### src/rtl/coin_acceptor.sv
// rtl/coin_acceptor.sv - coin-slot validator: synchronizer, pulse-width check, credit queue, gapped dispense
module coin_acceptor #(
   parameter int MIN_W      = 3,
   parameter int MAX_W      = 10,
   parameter int CREDIT_MAX = 15,
   parameter int GAP        = 1
)(
   input  logic       clk_i,
   input  logic       rst_i,
   input  logic       sensor_i,
   input  logic       ready_i,
   output logic       coin_o,
   output logic       accept_o,
   output logic       reject_o,
   output logic       full_o,
   output logic [7:0] credit_o,
   output logic [7:0] total_o
);

   typedef enum logic [1:0] {M_IDLE, M_MEAS, M_JAM} meas_t;
   typedef enum logic {D_IDLE, D_WAIT} disp_t;

   logic       s1, s;
   meas_t      mstate;
   disp_t      dstate;
   logic [7:0] width;
   logic [3:0] gap;
   logic       dispense, width_ok, accept;

   assign dispense = (dstate == D_IDLE) && (credit_o != 8'd0) && ready_i;
   assign width_ok = (width >= 8'(MIN_W)) && (width <= 8'(MAX_W));
   // A full queue may still take a coin when a credit leaves on the same edge.
   assign accept   = (mstate == M_MEAS) && !s && width_ok &&
                     ((credit_o < 8'(CREDIT_MAX)) || dispense);
   assign full_o   = (credit_o == 8'(CREDIT_MAX));

   always_ff @(posedge clk_i or posedge rst_i) begin
      if (rst_i) begin
         s1 <= 1'b0;
         s  <= 1'b0;
      end else begin
         s1 <= sensor_i;
         s  <= s1;
      end
   end

   always_ff @(posedge clk_i or posedge rst_i) begin
      if (rst_i) begin
         mstate   <= M_IDLE;
         width    <= 8'd0;
         accept_o <= 1'b0;
         reject_o <= 1'b0;
      end else begin
         accept_o <= 1'b0;
         reject_o <= 1'b0;
         case (mstate)
            M_IDLE: if (s) begin
               mstate <= M_MEAS;
               width  <= 8'd1;
            end
            M_MEAS: if (s) begin
               if (width >= 8'(MAX_W)) begin
                  mstate   <= M_JAM;
                  reject_o <= 1'b1;
                  width    <= 8'(MAX_W + 1);
               end else begin
                  width <= width + 8'd1;
               end
            end else begin
               accept_o <= accept;
               reject_o <= !accept;
               mstate   <= M_IDLE;
            end
            M_JAM: if (!s) mstate <= M_IDLE;
            default: mstate <= M_IDLE;
         endcase
      end
   end

   always_ff @(posedge clk_i or posedge rst_i) begin
      if (rst_i) begin
         dstate <= D_IDLE;
         gap    <= 4'd0;
         coin_o <= 1'b0;
      end else begin
         coin_o <= 1'b0;
         case (dstate)
            D_IDLE: if (dispense) begin
               coin_o <= 1'b1;
               if (GAP > 0) begin
                  dstate <= D_WAIT;
                  gap    <= 4'(GAP);
               end
            end
            D_WAIT: begin
               gap <= gap - 4'd1;
               if (gap <= 4'd1) dstate <= D_IDLE;
            end
            default: dstate <= D_IDLE;
         endcase
      end
   end

   always_ff @(posedge clk_i or posedge rst_i) begin
      if (rst_i) begin
         credit_o <= 8'd0;
         total_o  <= 8'd0;
      end else begin
         credit_o <= credit_o + {7'd0, accept} - {7'd0, dispense};
         if (accept) total_o <= total_o + 8'd1;
      end
   end

endmodule
### config.mk
export PLATFORM = sky130hd
export DESIGN_NAME = coin_acceptor
export DESIGN_NICKNAME = d
export VERILOG_FILES = /design/src/rtl/coin_acceptor.sv
export SDC_FILE = /design/constraint.sdc
export NUM_CORES = 1
export LEC_CHECK = 0
export ABC_AREA = 1
export CORE_MARGIN = 10
export CORE_UTILIZATION = 60
export DETAILED_ROUTE_END_ITERATION = 10
export GPL_TIMING_DRIVEN = 0
export PLACE_DENSITY = 0.85
export SLEW_MARGIN = 20
export SYNTH_ARGS = -nofsm -noshare
export SYNTH_HDL_FRONTEND = slang
export SYNTH_SLANG_ARGS = --single-unit
### constraint.sdc
create_clock -name clk_i -period 3.1 [get_ports clk_i]
set_input_delay 0.62 -clock clk_i [delete_from_list [all_inputs] [get_ports clk_i]]
set_output_delay 0.62 -clock clk_i [all_outputs]
set_load 0.05 [all_outputs]
==> results of run 1 <==
==> critical path: stages (launching register included) <==
cell and delay, ns:
dfrtp_1 0.41, inv_1 0.08, ha_1 0.16, nand2_1 0.07
nor2_1 0.10, clkdlybuf4s50_1 0.81
==> cells by family after synthesis <==
| logic type | synth area share |
|---|---|
| fa+ha+maj | 0.106 |
| buf+inv | 0.0740 |
| xor+xnor | 0.0379 |
| simple gates | 0.273 |
| compound gates | 0.0764 |
| flops | 0.433 |
==> power breakdown <==
part           total (mW)  internal [mW]  switching [mW]
Combinational        1.30          0.461           0.837
Sequential          0.715          0.600           0.115
Clock               0.262          0.108           0.154
Total                2.27           1.17            1.11
==> worst min path at each step <==
| stage | startpoint | endpoint | slack (ns) | depth (start not counted) |
|---|---|---|---|---|
| global route | s1 | s | 0.37 | 0 |
| CTS | s1 | s | 0.37 | 0 |
| detailed placement | s1 | s | 0.34 | 0 |
| floorplan | s1 | s | 0.33 | 0 |
| global placement | s1 | s | 0.33 | 0 |
| finish | s1 | s | 0.36 | 0 |
==> through the flow <==
stage / setup WS, ns / cells
finish: 0.512 / 316
detailed placement: 0.466 / 308
global route: 0.369 / 316
CTS: 0.470 / 316
global placement: 0.470 / 307
floorplan: 0.669 / 238
==> metal layers <==
layer	track usage	wire, µm	vias up
met5	0	0	-
met4	0.0502	70	0
met3	0.0394	183	8
met2	0.244	2020	32
met1	0.151	1680	758
li1	-	-	827
==> flip-flops by register name, summed over array words and instances, names as in the netlist <==
| name | flops |
|---|---|
| credit_o | 8 |
| s | 1 |
| total_o | 8 |
| mstate | 2 |
| dstate | 1 |
| gap | 4 |
| width | 8 |
| accept_o | 1 |
| s1 | 1 |
| coin_o | 1 |
| reject_o | 1 |
==> cell usage in the layout (no fill, tap or decap), drive strengths merged <==
master,count
o22ai,2
a21oi,6
nor3,1
xor2,7
buf,2
clkinv,2
ha,16
nand2,56
clkdlybuf4s50,23
nand4,1
nor2,25
xnor2,2
inv,38
dfrtp,36
nand3b,2
a21boi,1
o21bai,1
o21ai,8
nand3,28
o31ai,1
a31oi,2
clkbuf,6
fa,1
o211ai,3
==> area by class of cell <==
class | instances | share of cell area
flip-flops and latches | 36 | 0.367
well taps | 46 | 0.0234
plain buffers | 1 | 0.00458
multi-input cells | 163 | 0.417
clock buffers | 6 | 0.0209
clock inverters | 2 | 0.00408
inverters | 38 | 0.0581
repair buffers | 24 | 0.105
==> flow_summary.yaml, run 1 <==
outcome:
  outcome: "finished clean"
synthesis:
  yosysMostFrequentCell: "nand2_1"
  synth_common_cells: "51 x nand2_1, 36 x dfrtp_1, 34 x inv_1, 25 x nand3_1, 19 x nor2_1"
  synth_top_area_cell: "dfrtp_1"
  avgSynthCellArea_um2: 8.74
  yosys.area.top_type_share: 0.433
  synth_ff_type: "dfrtp_1"
  syn-instance-count: 238
  seq_area_frac_synth: 0.433
  ys_seq_elements: 36
  yosysUniqueCellTypes: 32
  synth.area.top_cells: "dfrtp_1 43%, ha_1 9.6%, nand2_1 9.2%"
  synth_async_sr_flop_share: 1.00
  synthesis.nets: 259
  synth_area_mm2: 0.00208
  yosysWarnings: 0
  synth-edff-count: 0
pwr:
  p_leak_nw: 1.25
  peakVddDrop_mv: 1.01
  total_power_mw: 2.27
  powerDensity_mw_per_mm2: 926
critical_path:
  worstSetupEndpoint: "full_o"
  crit_arrival_ns: 1.97
  path_class: "flip-flop to output port"
  ff2ff_setup_slack_ns: 0.72
  r2r_cells: 11
  endpoint_kind: "output port"
  path_max_fanout: 3
  worstSetupStartpoint: "credit_o[4]"
  timing.rr.end: "credit_o[6]"
  crit_path_start_kind: "flip-flop"
  critical_path_required_ns: 2.48
  reg2reg_from: "width[1]"
die:
  die_w_um: 78.9
  die_h_um: 78.9
  std_cell_rows: 21
  core_area_mm2: 0.00334
  ios: 24
  dieArea_mm2: 0.00622
  start_util: 0.623
cts:
  numCtsBuffers: 5
  cts-root-buf: "clkbuf_4"
  cts_resized: 0
  clock_sinks: 36
  tritoncts: "built"
  cts_buffer_depth: 2
  htreeDepth: 2
  path_clk_slew_ns: 0.11
  cts_setup_buffers: 0
  clk_latency_ns: 0.33
  cts.hold.buffers_added: 0
timing:
  fmax_mhz: 386
  hold_viol: 0
  fin_skew_ns: 0.0103
  period_minus_slack_ns: 2.59
  setup_viol: 0
  relSlewSlack: 0.655
  period_share: 0.835
  slew_viol_final: 0
  rsz0062_at_grt: "false"
  worst_pin_slew_ns: 0.515
  fin_tns_setup_ns: 0
  timing.hold.ws_ns: 0.364
final_layout:
  syn_to_final_growth_pct: 18.1
  fillers: 260
  nets: 290
  antenna_cells: 0
  drive_gt1_frac: 0.119
  design_area_mm2: 0.00246
  seqCellArea_um2: 901
  multi_input_area_mm2: 0.00102
  final_core_util: 0.736
route:
  drt_wl_total_um: 3950
  wl_per_cell_um: 12.5
  ant_nets: 0
  drt_iter0_markers: 67
  vias: 1625
  vias_per_cell: 5.14
  dr.pass1.iters: 4
  drc: 0
run:
  cap_violations: 0
placement:
  place_area_mm2: 0.00239
  io_buffers: 23
  globalplace.congestion: 0.846
  post-dp-hpwl_um: 3090
worst_hold_path:
  holdCritPathClass: "flip-flop to flip-flop"
grt:
  grt_max_degree: 20
  grt_pass1_wl_um: 7110
  antenna_found_initial: 0
  first_global_vias: 1687
  grt_overflow_total: 0
  grt_usage: 0.137
Power figures use the tool's default switching activity.
==> run 2: changes to the inputs <==
CORE_UTILIZATION = 50   (was 60)
PLACE_DENSITY = 0.75   (was 0.85)
clock period = 2.2 ns   (was 3.1 ns; I/O delays follow)
==> run 2 against run 1 <==
The run now ends with setup timing left. Power increased by 69%. Combinational power increased by 80%. Clock-buffer cell count increased by 2. Register-to-register slack got worse by 0.77 ns. Sequential share of layout area decreased by 3.3 points. Worst hold slack got worse by 0.015 ns. Design area increased by 11%.
==> flow_summary.yaml, run 2 (same netlist as run 1, synthesis figures left out) <==
final_layout:
  final_cell_mix: "50 x nand2_1, 28 x dfrtp_1, 27 x inv_1, 22 x clkdlybuf4s50_1, 21 x nand3_1"
  syn_to_final_growth_pct: 31.3
  layout_commonest_cell: "nand2_1"
  seqCellArea_um2: 911
  nets: 307
  drive_gt1_frac: 0.272
  antenna_cells: 0
  multi_input_area_mm2: 0.00115
  design_area_mm2: 0.00273
  fillers: 302
  largestRegisters: "credit_o (8), total_o (8), width (8)"
placement:
  place_area_mm2: 0.00238
  globalplace.congestion: 0.870
  io_buffers: 23
  post-dp-hpwl_um: 2910
pwr:
  pwr-share-clk: 0.122
  pwr-share-comb: 0.609
  netSwitchingFraction: 0.465
  p_seq_frac: 0.268
  peakVddDrop_mv: 1.08
  p_leak_nw: 1.33
  p_sw_mw: 1.79
  total_power_mw: 3.84
  p_int_mw: 2.05
  powerDensity_mw_per_mm2: 1410
grt:
  grt_usage: 0.123
  antenna_found_initial: 0
  grt_overflow_total: 0
  first_global_vias: 1706
  grt_pass1_wl_um: 7470
  grt_max_degree: 37
cts:
  clock_sinks: 36
  clk_latency_ns: 0.28
  cts-root-buf: "clkbuf_8"
  htreeDepth: 2
  cts.hold.buffers_added: 0
  numCtsBuffers: 5
  path_clk_slew_ns: 0.07
  cts_buffer_depth: 2
  tritoncts: "built"
critical_path:
  critical-path-slowest-cell: "dfrtp_1"
  endpoint_kind: "flip-flop"
  crit_path_start_kind: "flip-flop"
  crit_chain: "nor2_1 > nand3_4 > nand2_4 > nand2_4 > nand3_2 > nand2_1 > ha_4 > fa_2 > nand4_1 > nand3_2 > xor2_1"
  crit_arrival_ns: 2.41
  max_stage_delay_ns: 0.47
  critical_path_required_ns: 2.37
  path_class: "flip-flop to flip-flop"
  path_max_fanout: 4
timing:
  relSlewSlack: 0.513
  fin_tns_setup_ns: -0.0674
  period_share: 1.02
  rsz0062_at_grt: "true"
  setup_viol: 2
  fin_skew_ns: 0.00598
  slew_viol_final: 0
  period_minus_slack_ns: 2.25
  fmax_mhz: 445
  hold_viol: 0
  fin_ws_ns: -0.0453
  worst_pin_slew_ns: 0.729
route:
  drt_wl_total_um: 4470
  drc: 0
  dr.pass1.iters: 4
  vias_per_cell: 5.04
  wl_per_cell_um: 13.3
  vias: 1700
  ant_nets: 0
  drt_iter0_markers: 93
die:
  die_h_um: 84.5
  ios: 24
  std_cell_rows: 23
  dieArea_mm2: 0.00714
  core_area_mm2: 0.00400
  die_w_um: 84.5
  start_util: 0.520
outcome:
  outcome: "finished, violations left"
  violations: "setup timing"
run:
  cap_violations: 0
worst_hold_path:
  holdCritPathClass: "flip-flop to flip-flop"
## run 2: cell types whose count changed in the layout (fill, tap and decap cells not counted), moves of 3 or more
cell,before,now
dfrtp_1,36,28
clkbuf_8,1,6
buf_4,0,17
inv_1,33,27
clkbuf_4,5,0
inv_2,5,10
nand3_2,1,4
ha_1,16,10
nand3_1,25,21
dfrtp_2,0,8
ha_4,0,4
## run 2: stage by stage
step | utilization | hold slack (ns) | instances | setup WS, ns
global placement | 0.596 | 0.334 | 311 | -0.193
floorplan | - | 0.331 | 238 | -0.0312
CTS | 0.653 | 0.351 | 330 | 0.00270
finish | 0.683 | 0.349 | 337 | -0.0453
global route | 0.683 | 0.362 | 337 | -0.162
detailed placement | 0.596 | 0.336 | 311 | -0.193
## run 2: final cells by class
type | count | share of cell area
Clock buffer | 8 | 0.0330
Buffer | 1 | 0.00412
Tap cell | 50 | 0.0229
Sequential cell | 36 | 0.334
Inverter | 38 | 0.0532
Timing Repair Buffer | 41 | 0.133
Multi-Input combinational cell | 163 | 0.420
## run 2: path summary, 6_finish.rpt
kind | from | endpoint | slack (ns) | cells after the start
max in group asynchronous | rst_i | width[1] | 1.07 | 2
setup reg to reg | credit_o[0] | credit_o[6] | -0.05 | 11
setup / recovery | credit_o[0] | credit_o[6] | -0.05 | 11
hold / removal | s1 | s | 0.35 | 0
min in group asynchronous | rst_i | gap[3] | 0.61 | 2
hold reg to reg | s1 | s | 0.35 | 0
## run 2: critical path, delay by kind of cell (launching register included)
family	cells	cell delay, ns
DFF	1	0.47
adders and majority gates	2	0.57
xor gates and xnor gates	1	0.14
and+or+nand+nor	8	0.94
## run 2: metal layers
metal  track usage  wire (µm)  vias up
met5             0          0        -
met1         0.141       1840      800
met2         0.205       2350       34
met3        0.0444        222        6
li1              -          -      860
met4        0.0419         57        0
## run 2: timing repair
item | 4_1_cts | 5_1_grt
gates resized for setup | 17 | 15
pin swaps | 10 | 10
setup endpoints to repair | 3 | 3
cloned | 0 | 0
endpoints found under the hold margin | 0 | 0
buffers inserted | 11 | 7
## run 2: power by group through the flow
| stage | Sequential [mW] | Combinational, mW | Clock [mW] |
|---|---|---|---|
| after floorplan | 1.36 | 1.03 | 0 |
| after global placement | 1.03 | 1.80 | 0 |
| after detailed placement | 1.03 | 1.84 | 0 |
| after CTS | 1.02 | 2.08 | 0.479 |
| after global routing | 1.06 | 2.56 | 0.510 |
| final | 1.03 | 2.34 | 0.470 |
==> run 3: changes to the inputs <==
CORE_ASPECT_RATIO = 0.75   (was default)
==> run 3 against run 2 <==
The flow still finishes with violations (setup timing). Cell count increased by 1.2%. Design area about the same. Clock power decreased by 5.5%. Flip-flop and latch count is the same. Clock-buffer cell count is 1 lower. Critical path type unchanged. Via count rose by 2.5%. Worst hold slack improved by 0.0022 ns.
==> flow_summary.yaml, run 3 (same netlist as run 1, synthesis figures left out) <==
outcome:
  outcome: "finished, violations left"
  violations: "setup timing"
die:
  die_w_um: 94.5
  std_cell_rows: 20
  dieArea_mm2: 0.00717
  start_util: 0.516
  die_h_um: 75.9
  core_area_mm2: 0.00403
  ios: 24
final_layout:
  syn_to_final_growth_pct: 31.3
  largestRegisters: "credit_o (8), total_o (8), width (8)"
  seqCellArea_um2: 911
  finalNonFillerCells: 341
  final_cell_mix: "48 x nand2_1, 28 x dfrtp_1, 26 x inv_1, 22 x nand3_1, 22 x clkdlybuf4s50_1"
  nets: 306
  final_core_util: 0.678
  antenna_cells: 0
  layout_commonest_cell: "nand2_1"
  multi_input_area_mm2: 0.00116
  fillers: 308
  drive_gt1_frac: 0.266
pwr:
  powerDensity_mw_per_mm2: 1400
  p_int_mw: 2.01
  p_seq_frac: 0.271
  pwr-share-clk: 0.116
  total_power_mw: 3.82
  peakVddDrop_mv: 0.975
  netSwitchingFraction: 0.474
  p_sw_mw: 1.81
  p_leak_nw: 1.33
  pwr-share-comb: 0.613
cts:
  cts-root-buf: "clkbuf_8"
  numCtsBuffers: 5
  clk_latency_ns: 0.29
  cts_buffer_depth: 2
  path_clk_slew_ns: 0.08
  tritoncts: "built"
  htreeDepth: 2
  clock_sinks: 36
timing:
  slew_viol_final: 0
  worst_pin_slew_ns: 0.740
  setup_viol: 2
  rsz0062_at_grt: "true"
  hold_viol: 0
  period_minus_slack_ns: 2.23
  fin_skew_ns: 0.0118
  fin_tns_setup_ns: -0.0597
  timing.hold.ws_ns: 0.351
  relSlewSlack: 0.506
  fin_ws_ns: -0.0324
  period_share: 1.01
  fmax_mhz: 448
critical_path:
  critical_path_required_ns: 2.38
  crit_path_start_kind: "flip-flop"
  worstSetupEndpoint: "credit_o[6]"
  ff2ff_setup_slack_ns: -0.03
  path_max_fanout: 4
  r2r_cells: 14
  worstSetupStartpoint: "credit_o[7]"
  crit_arrival_ns: 2.41
  path_class: "flip-flop to flip-flop"
  reg2reg_from: "credit_o[7]"
  endpoint_kind: "flip-flop"
  timing.rr.end: "credit_o[6]"
route:
  drc: 0
  vias: 1743
  ant_nets: 0
  drt_wl_total_um: 4730
  vias_per_cell: 5.11
  wl_per_cell_um: 13.9
  dr.pass1.iters: 4
  drt_iter0_markers: 80
grt:
  grt_overflow_total: 0
  grt_usage: 0.133
  first_global_vias: 1679
  grt_max_degree: 37
  grt_pass1_wl_um: 7560
  antenna_found_initial: 0
placement:
  post-dp-hpwl_um: 3090
  globalplace.congestion: 0.774
  io_buffers: 23
  place_inst: 316
run:
  cap_violations: 0
worst_hold_path:
  holdCritPathClass: "flip-flop to flip-flop"
## run 3: repair_timing
| action | CTS | global route |
|---|---|---|
| setup buffers | 11 | 6 |
| resized for setup | 18 | 13 |
| hold buffers | 0 | 0 |
| endpoints found under the setup margin | 3 | 5 |
| pin swaps | 14 | 7 |
## run 3: worst min path at each step
stage | start | to | slack [ns] | cells past startpoint
floorplan | s1 | s | 0.33 | 0
global placement | s1 | s | 0.33 | 0
detailed placement | s1 | s | 0.34 | 0
CTS | s1 | s | 0.35 | 0
global route | s1 | s | 0.35 | 0
finish | s1 | s | 0.35 | 0
## run 3: power groups by stage
stage	clock [mW]	combinational [mW]	sequential, mW
after floorplan	0	1.03	1.36
after global placement	0	1.81	1.03
after detailed placement	0	1.84	1.04
after CTS	0.458	2.09	1.03
after global routing	0.485	2.57	1.07
final	0.444	2.34	1.04
## run 3: critical path: stages (launching register included)
cell	delay, ns
dfrtp_2	0.41
inv_2	0.07
ha_4	0.15
nand2_4	0.05
inv_2	0.06
nand3_2	0.09
nand2_4	0.12
inv_2	0.05
o21ai_2	0.09
nand2_2	0.10
ha_4	0.17
fa_2	0.40
nand4_1	0.11
nand3_2	0.09
xor2_1	0.15
## run 3: area by class of cell
class,count,share of cell area
inverters,38,0.0522
well taps,55,0.0252
plain buffers,1,0.00412
flip-flops and latches,36,0.333
clock inverters,1,0.00183
repair buffers,40,0.131
multi-input cells,163,0.425
clock buffers,7,0.0279
## run 3: metal layers
| metal | routed length, µm | global-route usage | vias to the layer above |
|---|---|---|---|
| met1 | 2110 | 0.168 | 827 |
| met5 | 0 | 0 | - |
| li1 | - | - | 850 |
| met4 | 95 | 0.0397 | 0 |
| met2 | 2150 | 0.212 | 55 |
| met3 | 371 | 0.0433 | 11 |
## run 3: metrics by stage
stage               area [µm²]  worst slack [ns]
floorplan                 2090           -0.0312
global placement          2390            -0.207
detailed placement        2390            -0.216
CTS                       2630           0.00172
global route              2730            -0.117
finish                    2730           -0.0324
